**src/rtl/ysyx_25060170_retire_queue.sv**
```systemverilog
// Retire-record FIFO between writeback and commit/trace, with EBREAK halt.
// Optional perf counters: define YSYX_25060170_RETIRE_PERF_EN.
module ysyx_25060170_retire_queue #(
    parameter int unsigned DEPTH       = 4,
    parameter int unsigned PTR_W       = $clog2(DEPTH),
    parameter logic [31:0] EBREAK_INST = 32'h00100073
) (
    input  logic             clk,
    input  logic             rst,
    input  logic             wb_valid,
    input  logic [31:0]      wb_pc,
    input  logic [31:0]      wb_inst,
    output logic             wb_ready,
    output logic             cm_valid,
    output logic [31:0]      cm_pc,
    output logic [31:0]      cm_inst,
    input  logic             cm_ready,
    output logic [PTR_W:0]   occupancy,
    output logic             halted
`ifdef YSYX_25060170_RETIRE_PERF_EN
    ,
    output logic [63:0]      perf_cycle,
    output logic [63:0]      perf_instret
`endif
);

    logic [31:0]    pc_mem_q   [DEPTH];
    logic [31:0]    inst_mem_q [DEPTH];

    logic [PTR_W:0] wr_ptr_q, wr_ptr_d;
    logic [PTR_W:0] rd_ptr_q, rd_ptr_d;
    logic           ebreak_seen_q, ebreak_seen_d;
    logic           halted_q, halted_d;

    logic [PTR_W-1:0] wr_idx;
    logic [PTR_W-1:0] rd_idx;
    logic             full;
    logic             empty;
    logic             push;
    logic             pop;
    logic [31:0]      head_pc;
    logic [31:0]      head_inst;

    assign wr_idx = wr_ptr_q[PTR_W-1:0];
    assign rd_idx = rd_ptr_q[PTR_W-1:0];

    assign full  = (wr_ptr_q[PTR_W] != rd_ptr_q[PTR_W]) && (wr_idx == rd_idx);
    assign empty = (wr_ptr_q == rd_ptr_q);

    // Ready/valid come only from registered state: no comb handshake loops.
    assign wb_ready = ~full & ~ebreak_seen_q;
    assign cm_valid = ~empty;

    assign push = wb_valid & wb_ready;
    assign pop  = cm_valid & cm_ready;

    assign head_pc   = pc_mem_q[rd_idx];
    assign head_inst = inst_mem_q[rd_idx];

    // Zero when empty so stale or X storage never reaches the trace hook.
    assign cm_pc   = empty ? 32'h0 : head_pc;
    assign cm_inst = empty ? 32'h0 : head_inst;

    assign occupancy = wr_ptr_q - rd_ptr_q;
    assign halted    = halted_q;

    always_comb begin
        wr_ptr_d      = wr_ptr_q;
        rd_ptr_d      = rd_ptr_q;
        ebreak_seen_d = ebreak_seen_q;
        halted_d      = halted_q;
        if (push) begin
            wr_ptr_d = wr_ptr_q + 1'b1;
            if (wb_inst == EBREAK_INST) begin
                ebreak_seen_d = 1'b1;
            end
        end
        if (pop) begin
            rd_ptr_d = rd_ptr_q + 1'b1;
            if (head_inst == EBREAK_INST) begin
                halted_d = 1'b1;
            end
        end
    end

    always_ff @(posedge clk or negedge rst) begin
        if (!rst) begin
            wr_ptr_q      <= '0;
            rd_ptr_q      <= '0;
            ebreak_seen_q <= 1'b0;
            halted_q      <= 1'b0;
        end else begin
            wr_ptr_q      <= wr_ptr_d;
            rd_ptr_q      <= rd_ptr_d;
            ebreak_seen_q <= ebreak_seen_d;
            halted_q      <= halted_d;
        end
    end

    always_ff @(posedge clk) begin
        if (push) begin
            pc_mem_q[wr_idx]   <= wb_pc;
            inst_mem_q[wr_idx] <= wb_inst;
        end
    end

`ifdef YSYX_25060170_RETIRE_PERF_EN
    logic [63:0] perf_cycle_q, perf_cycle_d;
    logic [63:0] perf_instret_q, perf_instret_d;

    always_comb begin
        perf_cycle_d   = perf_cycle_q;
        perf_instret_d = perf_instret_q;
        if (!halted_q) begin
            perf_cycle_d = perf_cycle_q + 64'd1;
            if (pop) begin
                perf_instret_d = perf_instret_q + 64'd1;
            end
        end
    end

    always_ff @(posedge clk or negedge rst) begin
        if (!rst) begin
            perf_cycle_q   <= '0;
            perf_instret_q <= '0;
        end else begin
            perf_cycle_q   <= perf_cycle_d;
            perf_instret_q <= perf_instret_d;
        end
    end

    assign perf_cycle   = perf_cycle_q;
    assign perf_instret = perf_instret_q;
`endif

endmodule

```
**config.mk**
```make
export PLATFORM = sky130hd
export DESIGN_NAME = ysyx_25060170_retire_queue
export DESIGN_NICKNAME = d
export VERILOG_FILES = /design/src/rtl/ysyx_25060170_retire_queue.sv
export SDC_FILE = /design/constraint.sdc
export NUM_CORES = 1
export LEC_CHECK = 0
export ABC_AREA = 1
export ABC_CLOCK_PERIOD_IN_PS = 5200
export CORE_MARGIN = 5
export CORE_UTILIZATION = 28
export CTS_CLUSTER_DIAMETER = 50
export DETAILED_ROUTE_END_ITERATION = 12
export GPL_TIMING_DRIVEN = 0
export SLEW_MARGIN = 40
export SYNTH_ARGS = -nofsm -noshare
export SYNTH_HDL_FRONTEND = slang
export SYNTH_SLANG_ARGS = --single-unit
```
**constraint.sdc**
```tcl
create_clock -name clk -period 5.2 [get_ports clk]
set_input_delay 1.04 -clock clk [delete_from_list [all_inputs] [get_ports clk]]
set_output_delay 1.04 -clock clk [all_outputs]
set_load 0.03 [all_outputs]
```
==> results of run 1 <==
[cells in the final DEF, fill, tap and decap left out, types with 9 or more instances in the layout]
| master | instances |
|---|---|
| a21oi_1 | 36 |
| buf_16 | 11 |
| buf_2 | 23 |
| buf_8 | 9 |
| clkbuf_1 | 14 |
| clkbuf_16 | 31 |
| clkdlybuf4s50_1 | 137 |
| edfxtp_1 | 256 |
| inv_1 | 31 |
| nand2_1 | 181 |
| nand3_1 | 66 |
| nor2_1 | 169 |
| o21ai_0 | 67 |
[worst min-delay path, delay by kind of cell (launching register included)]
family                 cells  cell delay [ns]
flip-flops                 1             0.33
buffers and inverters      1             0.04
AND/OR/NAND/NOR            1             0.05
[layer usage]
layer	vias up	share of wire [%]	routed length [microns]	global-route usage [%]
met5	-	0.044	13	0
met4	2	2.2	672	3.28
met3	49	7.7	2290	3.28
met2	241	47	14100	23.1
met1	3477	43	12800	18.6
li1	3481	-	-	-
[repair_timing]
action                     4_1_cts  5_1_grt
cloned                           0        0
setup endpoints to repair       41       13
gates resized for setup          1        2
[layout make-up]
cell class,count,area [sq um]
fill,3675,23600
sequential,264,7890
multi-input combinational,551,2450
timing repair buffer,156,1790
clock buffer,36,795
tap,511,639
buffer,49,295
clock inverter,19,130
inverter,32,125
antenna,1,2.50
[logic make-up after synthesis]
logic type | synth area share [%]
compound gates | 4.81
flops | 73.6
fa+ha+maj | 1.00
buf+inv | 3.87
simple gates | 16.3
xor+xnor | 0.490
[final timing paths]
| path | end | cells after the start | slack, ns |
|---|---|---|---|
| setup / recovery | cm_inst[9] | 11 | 0.23 |
| hold / removal | halted | 2 | 0.46 |
| setup reg to reg | pc_mem_q[0][2] | 13 | 1.37 |
| hold reg to reg | halted | 2 | 0.46 |
| max in group asynchronous | rd_ptr_q[2] | 1 | 4.15 |
| min in group asynchronous | wr_ptr_q[2] | 1 | 0.77 |
[power breakdown]
| part | switching, mW | leakage, nW | internal [mW] |
|---|---|---|---|
| clock network | 0.857 | 0.460 | 1.10 |
| logic | 2.40 | 2.20 | 1.30 |
| registers | 0.0162 | 2.38 | 2.34 |
[flip-flops by register name, indices dropped and copies added, names as in the netlist]
name and count:
rd_ptr_q 3, wr_ptr_q 3, inst_mem_q 128, pc_mem_q 128, ebreak_seen_q 1, halted 1
[metrics by stage]
stage          utilization (%)  power [mW]  setup slack, ns
2_1_floorplan                -        4.58           -0.246
3_3_place_gp              33.7        6.14            -2.89
3_5_place_dp              34.9        6.15            0.474
4_1_cts                   37.4        8.12           0.0170
5_1_grt                   37.4        8.47           0.0161
6_report                  37.4        8.02            0.227
==> results.py, run 1 <==
metrics = {
    "run_status": {
        "status": "complete, no violations",
    },
    "timing": {
        "hold_violations": 0,
        "rsz0062_at_grt": "no",
        "period_minus_slack_ns": 4.97,
        "maxSlewHeadroom_pct": 50.5,
        "post-route-period-util_pct": 95.6,
        "fmax_mhz": 201,
        "slew_viol_final": 0,
        "holdWs_ns": 0.463,
        "setup_tns_ns": 0,
        "finClkSkew_ns": 0.00868,
        "setup_viol": 0,
        "worst_slew_pin_slew_ns": 0.743,
    },
    "worst_setup_path": {
        "startpoint": "rd_ptr_q[1]",
        "crit_fanout": 10,
        "cp_slowest_cell": "clkdlybuf4s50_1",
        "slowest_delay_ns": 0.72,
        "worstSetupPathType": "flop to output port",
        "crit_top_cell": "buf_2",
        "r2r_start": "rd_ptr_q[1]",
        "cp.buffers_inverters": 7,
        "crit_arrival_ns": 3.93,
        "crit_chain": "inv_1, buf_2, buf_2, buf_2, ha_1, nand2_1, nor2_2, clkbuf_4, buf_2, nor2_1, clkdlybuf4s50_1",
        "start_kind": "flop",
        "crit_required_ns": 4.16,
        "crit_family": "buffers and inverters",
        "endpoint_kind": "output port",
    },
    "synth": {
        "syn_avg_cell_area_sq_um": 12.0,
        "synth_edf_count": 256,
        "synth.cells.most_frequent": "edfxtp_1 (256), nand2_1 (181), nor2_1 (174)",
        "synth_flop_cell": "edfxtp_1",
        "synthesis.area_sq_um": 10700,
        "syn_inst": 896,
        "synth_seq_area_share_pct": 73.6,
        "synthTopCellsByArea": "edfxtp_1 (72%), nand2_1 (6.3%), nor2_1 (6.1%)",
        "synthArstFlopShare_pct": 3.03,
        "synth_top_area_share_pct": 71.7,
        "synth_top_cell_by_area": "edfxtp_1",
        "synth_cell_types": 25,
        "synth_nets": 972,
        "yosys_warnings": 0,
        "synth_most_common_cell": "edfxtp_1",
        "ys_ff_latch": 264,
    },
    "placed_design": {
        "gp_congestion": 0.761,
        "post_dp_cell_area_sq_um": 13200,
        "dp.cells": 1563,
        "port-buffer-count": 137,
        "dpl.hpwl_microns": 20700,
    },
    "global_routing": {
        "grt_use_total_pct": 13.9,
        "grt-ovfl-total": 0,
        "antenna_found_initial": 2,
        "grt_max_degree": 18,
        "grt_pass1_vias": 7268,
        "grt_pass1_wl_microns": 44800,
    },
    "clock_network": {
        "clock-root-buffer": "clkbuf_16",
        "worstSkewPairLatency_ns": 0.56,
        "cts_tree": "yes",
        "cts.reportedPaths.clkPinSlew_ns": 0.06,
        "cts_buffers": 31,
        "htree_num_levels": 1,
        "cts_setup_buffers": 0,
        "hold_buffers": 0,
        "cts_max_path_buffers": 3,
        "cts_sinks": 264,
    },
    "finish": {
        "drive_above_1_share_pct": 9.94,
        "stdcell_count": 1619,
        "fin_area_sq_um": 14100,
        "fin_nets": 1161,
        "syn2layout_area_growth_pct": 31.7,
    },
    "floorplan": {
        "dieArea_sq_um": 42300,
        "core_area_sq_um": 37800,
        "die_height_microns": 206,
        "ios": 138,
        "std_cell_rows": 71,
        "fp.dieW_microns": 206,
        "start_util_pct": 28.4,
    },
    "run": {
        "cap_violations": 0,
    },
    "detailed_routing": {
        "wire_per_inst_microns": 18.4,
        "drt_wl_total_microns": 29900,
        "first_pass_iters": 6,
        "via_per_inst": 4.48,
        "drt_iter0_markers": 507,
        "drc": 0,
        "vias": 7250,
        "antenna_left": 0,
    },
    "worst_hold_path": {
        "worst_hold_path_type": "flop to flop",
        "hold_path_startpoint": "halted",
    },
    "power_and_ir_drop": {
        "powerDensity_nw_per_um2": 568,
        "vdd_drop_max_uv": 429,
        "p_leak_nw": 5.05,
    },
}
Power figures use the tool's default switching activity.
==> run 2: changes to the inputs <==
CORE_UTILIZATION = 50   (was 28)
PLACE_DENSITY = 0.76   (was not set)
TNS_END_PERCENT = 100   (was not set)
==> results.py, run 2 (same netlist as run 1, synthesis figures left out) <==
metrics = {
    "timing": {
        "post-route-period-util_pct": 94.1,
        "finClkSkew_ns": 0.0196,
        "maxSlewHeadroom_pct": 57.7,
        "setup_viol": 0,
        "rsz0062_at_grt": "no",
        "hold_violations": 0,
        "fmax_mhz": 204,
        "slew_viol_final": 0,
        "period_minus_slack_ns": 4.89,
        "worst_slack_ns": 0.308,
        "worst_slew_pin_slew_ns": 0.634,
    },
    "power_and_ir_drop": {
        "powerDensity_nw_per_um2": 576,
        "p_total_mw": 7.91,
        "vdd_drop_max_uv": 329,
        "p_sw_share_pct": 39.8,
        "p_leak_nw": 4.99,
        "p_int_mw": 4.76,
        "pwr-share-seq_pct": 29.8,
        "clockPowerShare_pct": 24.1,
        "p_switching_mw": 3.15,
        "combPwrFrac_pct": 46.1,
    },
    "worst_setup_path": {
        "worstSetupPathType": "flop to output port",
        "crit_top_cell": "buf_2",
        "startpoint": "rd_ptr_q[1]",
        "start_kind": "flop",
        "crit_required_ns": 4.16,
        "slowest_delay_ns": 0.73,
        "crit_fanout": 10,
        "crit_chain": "inv_1, buf_2, buf_2, buf_2, ha_1, nand2_1, nor2_1, buf_2, buf_2, nor2_1, clkdlybuf4s50_1",
        "cp_slowest_cell": "clkdlybuf4s50_1",
        "crit_arrival_ns": 3.85,
        "r2r_start": "rd_ptr_q[1]",
        "endpoint_kind": "output port",
    },
    "clock_network": {
        "htree_num_levels": 1,
        "cts-resized-gates": 0,
        "worstSkewPairLatency_ns": 0.53,
        "clock-root-buffer": "clkbuf_16",
        "cts_buffers": 28,
        "cts_setup_buffers": 0,
        "cts_max_path_buffers": 3,
        "cts_sinks": 264,
        "cts.reportedPaths.clkPinSlew_ns": 0.06,
        "cts_tree": "yes",
        "hold_buffers": 0,
    },
    "worst_hold_path": {
        "hold_path_startpoint": "halted",
        "worst_hold_path_type": "flop to flop",
    },
    "floorplan": {
        "fp.dieW_microns": 156,
        "die_height_microns": 156,
        "core_area_sq_um": 21100,
        "start_util_pct": 50.8,
        "dieArea_sq_um": 24500,
        "std_cell_rows": 53,
        "ios": 138,
    },
    "finish": {
        "multi_input_area_sq_um": 2450,
        "mostFrequentLayoutCells": "edfxtp_1 (256), nand2_1 (181), nor2_1 (170)",
        "fin_nets": 1155,
        "mostFrequentLayoutCell": "edfxtp_1",
        "syn2layout_area_growth_pct": 28.1,
        "fin_area_sq_um": 13700,
        "ff_latch_area_sq_um": 7890,
        "drive_above_1_share_pct": 9.10,
        "reg.largest.list": "inst_mem_q x128, pc_mem_q x128",
        "num_antenna_cells": 0,
        "fin_util_pct": 65.1,
        "stdcell_count": 1374,
        "n_fill_cell": 1509,
    },
    "global_routing": {
        "grt_use_total_pct": 21.2,
        "grt_pass1_vias": 7099,
        "grt-ovfl-total": 0,
        "grt_pass1_wl_microns": 39900,
        "antenna_found_initial": 0,
        "grt_max_degree": 20,
    },
    "placed_design": {
        "dp.cells": 1324,
        "place_ws_ns": 0.865,
        "post_dp_cell_area_sq_um": 12800,
        "gp_congestion": 0.822,
        "dpl.hpwl_microns": 18000,
        "port-buffer-count": 137,
    },
    "detailed_routing": {
        "first_pass_iters": 5,
        "wire_per_inst_microns": 19.2,
        "via_per_inst": 5.35,
        "drt_iter0_markers": 633,
        "vias": 7350,
        "antenna_left": 0,
        "drt_wl_total_microns": 26400,
        "drc": 0,
    },
    "run_status": {
        "status": "complete, no violations",
    },
    "run": {
        "cap_violations": 0,
    },
}
[run 2: cell count changes in the layout (fill, tap and decap cells not counted), sizes merged, moves of 2 or more]
cell,before,now
clkbuf,47,43
bufinv,0,2
clkinv,13,11
clkinvlp,1,3
inv,37,32
[run 2: layout make-up]
cell class                      count  area share, %
Buffer                             49           2.11
Clock buffer                       34           5.42
Clock inverter                     16           1.12
Inverter                           32          0.911
Multi-Input combinational cell    551           17.8
Sequential cell                   264           57.4
Tap cell                          275           2.51
Timing Repair Buffer              153           12.6
[run 2: power by group through the flow]
stage / Combinational (mW) / Sequential [mW] / Clock [mW]
3_5_place_dp: 3.64 / 2.40 / 0
2_1_floorplan: 2.18 / 2.40 / 0
5_1_grt: 3.90 / 2.36 / 2.01
4_1_cts: 3.66 / 2.36 / 1.92
3_3_place_gp: 3.59 / 2.40 / 0
6_report: 3.65 / 2.36 / 1.91
[run 2: stage by stage]
step	hold WS, ns	TNS [ns]
after floorplan	0.434	-47.27
after global placement	0.453	-464.03
after detailed placement	0.456	0
after CTS	0.471	0
after global routing	0.495	0
final	0.465	0
[run 2: per-layer routing]
metal  track usage [%]  up-vias  share of wire, %
met5                 0        -                 0
met4              6.94        0               3.0
met3              3.90       54               8.2
met2              34.1      311                48
met1              29.5     3519                40
li1                  -     3466                 -
[run 2: worst max-delay path, delay by kind of cell, from the launching register on]
| family | cells | cell delay (ns) |
|---|---|---|
| adder cells (fa/ha/maj) | 1 | 0.28 |
| buffers and inverters | 7 | 2.15 |
| flip-flops | 1 | 0.43 |
| AND/OR/NAND/NOR | 3 | 0.45 |
[run 2: worst paths after layout]
check                              endpoint  slack [ns]  cells past startpoint
max                             cm_inst[12]        0.31                     11
min                                  halted        0.46                      2
max reg2reg                inst_mem_q[1][3]        1.40                     13
min reg2reg                          halted        0.46                      2
max in group asynchronous       wr_ptr_q[0]        4.07                      1
min in group asynchronous       rd_ptr_q[0]        0.83                      1
==> run 3: changes to the inputs <==
CTS_CLUSTER_DIAMETER = not set   (was 50)
==> results.py, run 3 (same netlist as run 1, synthesis figures left out) <==
metrics = {
    "run_status": {
        "status": "complete, no violations",
    },
    "finish": {
        "mostFrequentLayoutCells": "edfxtp_1 (256), nand2_1 (181), nor2_1 (170)",
        "stdcell_count": 1372,
        "syn2layout_area_growth_pct": 28.0,
        "mostFrequentLayoutCell": "edfxtp_1",
        "drive_above_1_share_pct": 8.93,
        "fin_nets": 1153,
        "reg.largest.list": "inst_mem_q x128, pc_mem_q x128",
        "fin_util_pct": 65.1,
        "multi_input_area_sq_um": 2450,
        "n_fill_cell": 1520,
        "ff_latch_area_sq_um": 7890,
        "num_antenna_cells": 0,
        "fin_area_sq_um": 13700,
    },
    "detailed_routing": {
        "drt_wl_total_microns": 26000,
        "wire_per_inst_microns": 19.0,
        "via_per_inst": 5.33,
        "vias": 7309,
        "antenna_left": 0,
        "drc": 0,
        "first_pass_iters": 5,
        "drt_iter0_markers": 546,
    },
    "placed_design": {
        "port-buffer-count": 137,
        "post_dp_cell_area_sq_um": 12800,
        "gp_congestion": 0.822,
        "dpl.hpwl_microns": 18000,
        "dp.cells": 1324,
    },
    "global_routing": {
        "grt-ovfl-total": 0,
        "grt_max_degree": 20,
        "antenna_found_initial": 0,
        "grt_pass1_vias": 7023,
        "grt_use_total_pct": 21.0,
        "grt_pass1_wl_microns": 39500,
    },
    "floorplan": {
        "fp.dieW_microns": 156,
        "core_area_sq_um": 21100,
        "die_height_microns": 156,
        "std_cell_rows": 53,
        "ios": 138,
        "start_util_pct": 50.8,
        "dieArea_sq_um": 24500,
    },
    "timing": {
        "slew_viol_final": 0,
        "finClkSkew_ns": 0.0209,
        "period_minus_slack_ns": 4.88,
        "post-route-period-util_pct": 93.8,
        "holdWs_ns": 0.467,
        "hold_violations": 0,
        "maxSlewHeadroom_pct": 56.6,
        "worst_slew_pin_slew_ns": 0.651,
        "setup_viol": 0,
        "fmax_mhz": 205,
        "rsz0062_at_grt": "no",
    },
    "worst_setup_path": {
        "crit_required_ns": 4.16,
        "worst-path-stages": 11,
        "cp_slowest_cell": "clkdlybuf4s50_1",
        "start_kind": "flop",
        "crit_arrival_ns": 3.84,
        "r2r_slack_ns": 1.39,
        "cp.buffers_inverters": 7,
        "slowest_delay_ns": 0.73,
        "worstSetupPathType": "flop to output port",
        "crit_chain": "inv_1, buf_2, buf_2, buf_2, ha_1, nand2_1, nor2_1, buf_2, buf_2, nor2_1, clkdlybuf4s50_1",
        "crit_family": "buffers and inverters",
        "crit_top_cell": "buf_2",
        "endpoint_kind": "output port",
        "reg2regPathDepth": 13,
        "crit_fanout": 10,
    },
    "clock_network": {
        "clock-root-buffer": "clkbuf_16",
        "cts_buffers": 26,
        "hold_buffers": 0,
        "cts_sinks": 264,
        "cts_max_path_buffers": 3,
        "cts-resized-gates": 0,
        "htree_num_levels": 1,
        "cts_setup_buffers": 0,
        "worstSkewPairLatency_ns": 0.53,
        "cts.reportedPaths.clkPinSlew_ns": 0.06,
        "cts_tree": "yes",
    },
    "worst_hold_path": {
        "holdPathStages": 2,
        "worst_hold_path_type": "flop to flop",
    },
    "power_and_ir_drop": {
        "vdd_drop_max_uv": 312,
        "powerDensity_nw_per_um2": 577,
        "p_total_mw": 7.91,
        "p_leak_nw": 4.99,
    },
    "run": {
        "cap_violations": 0,
    },
}
## run 3: cell count changes in the layout (fill, tap and decap cells not counted)
cell	before	now
clkinv_4	3	1
clkinv_2	2	3
clkinv_1	5	7
bufinv_16	2	4
clkbuf_1	14	12
clkbuf_16	29	27
clkinvlp_4	3	2
## run 3: routing by layer
layer	GRT usage, %	part of all wire (%)	vias to the layer above
met5	0	0	-
met3	3.98	9.1	39
met4	6.53	2.5	0
met2	33.8	48	338
met1	29.3	40	3468
li1	-	-	3464
## run 3: worst paths after layout
check                            start               end
min in group asynchronous          rst     ebreak_seen_q
setup / recovery           rd_ptr_q[1]       cm_inst[12]
setup reg to reg           rd_ptr_q[1]  inst_mem_q[1][3]
max in group asynchronous          rst       wr_ptr_q[0]
hold / removal                  halted            halted
hold reg to reg                 halted            halted
## run 3: stage by stage
step	setup slack, ns	TNS [ns]
2_1_floorplan	-0.246	-47.27
3_3_place_gp	-2.29	-464.03
3_5_place_dp	0.865	0
4_1_cts	0.302	0
5_1_grt	0.169	0
6_report	0.323	0
## run 3: area by class of cell
class	count	share of cell area (%)
Buffer	49	2.12
Clock buffer	30	5.01
Clock inverter	18	1.47
Inverter	32	0.912
Multi-Input combinational cell	551	17.9
Sequential cell	264	57.5
Tap cell	275	2.51
Timing Repair Buffer	153	12.7
## run 3: report_power, final
part | switching [mW] | internal, mW | leakage, nW
sequential | 0.0156 | 2.34 | 2.38
clock | 0.767 | 1.15 | 0.427
combinational | 2.34 | 1.30 | 2.18
total | 3.12 | 4.79 | 4.99
## run 3: tightest hold or removal path, cell delays in order (launching register included)
cell and delay (ns):
dfrtp_1 0.34, inv_1 0.04, nand2_1 0.05
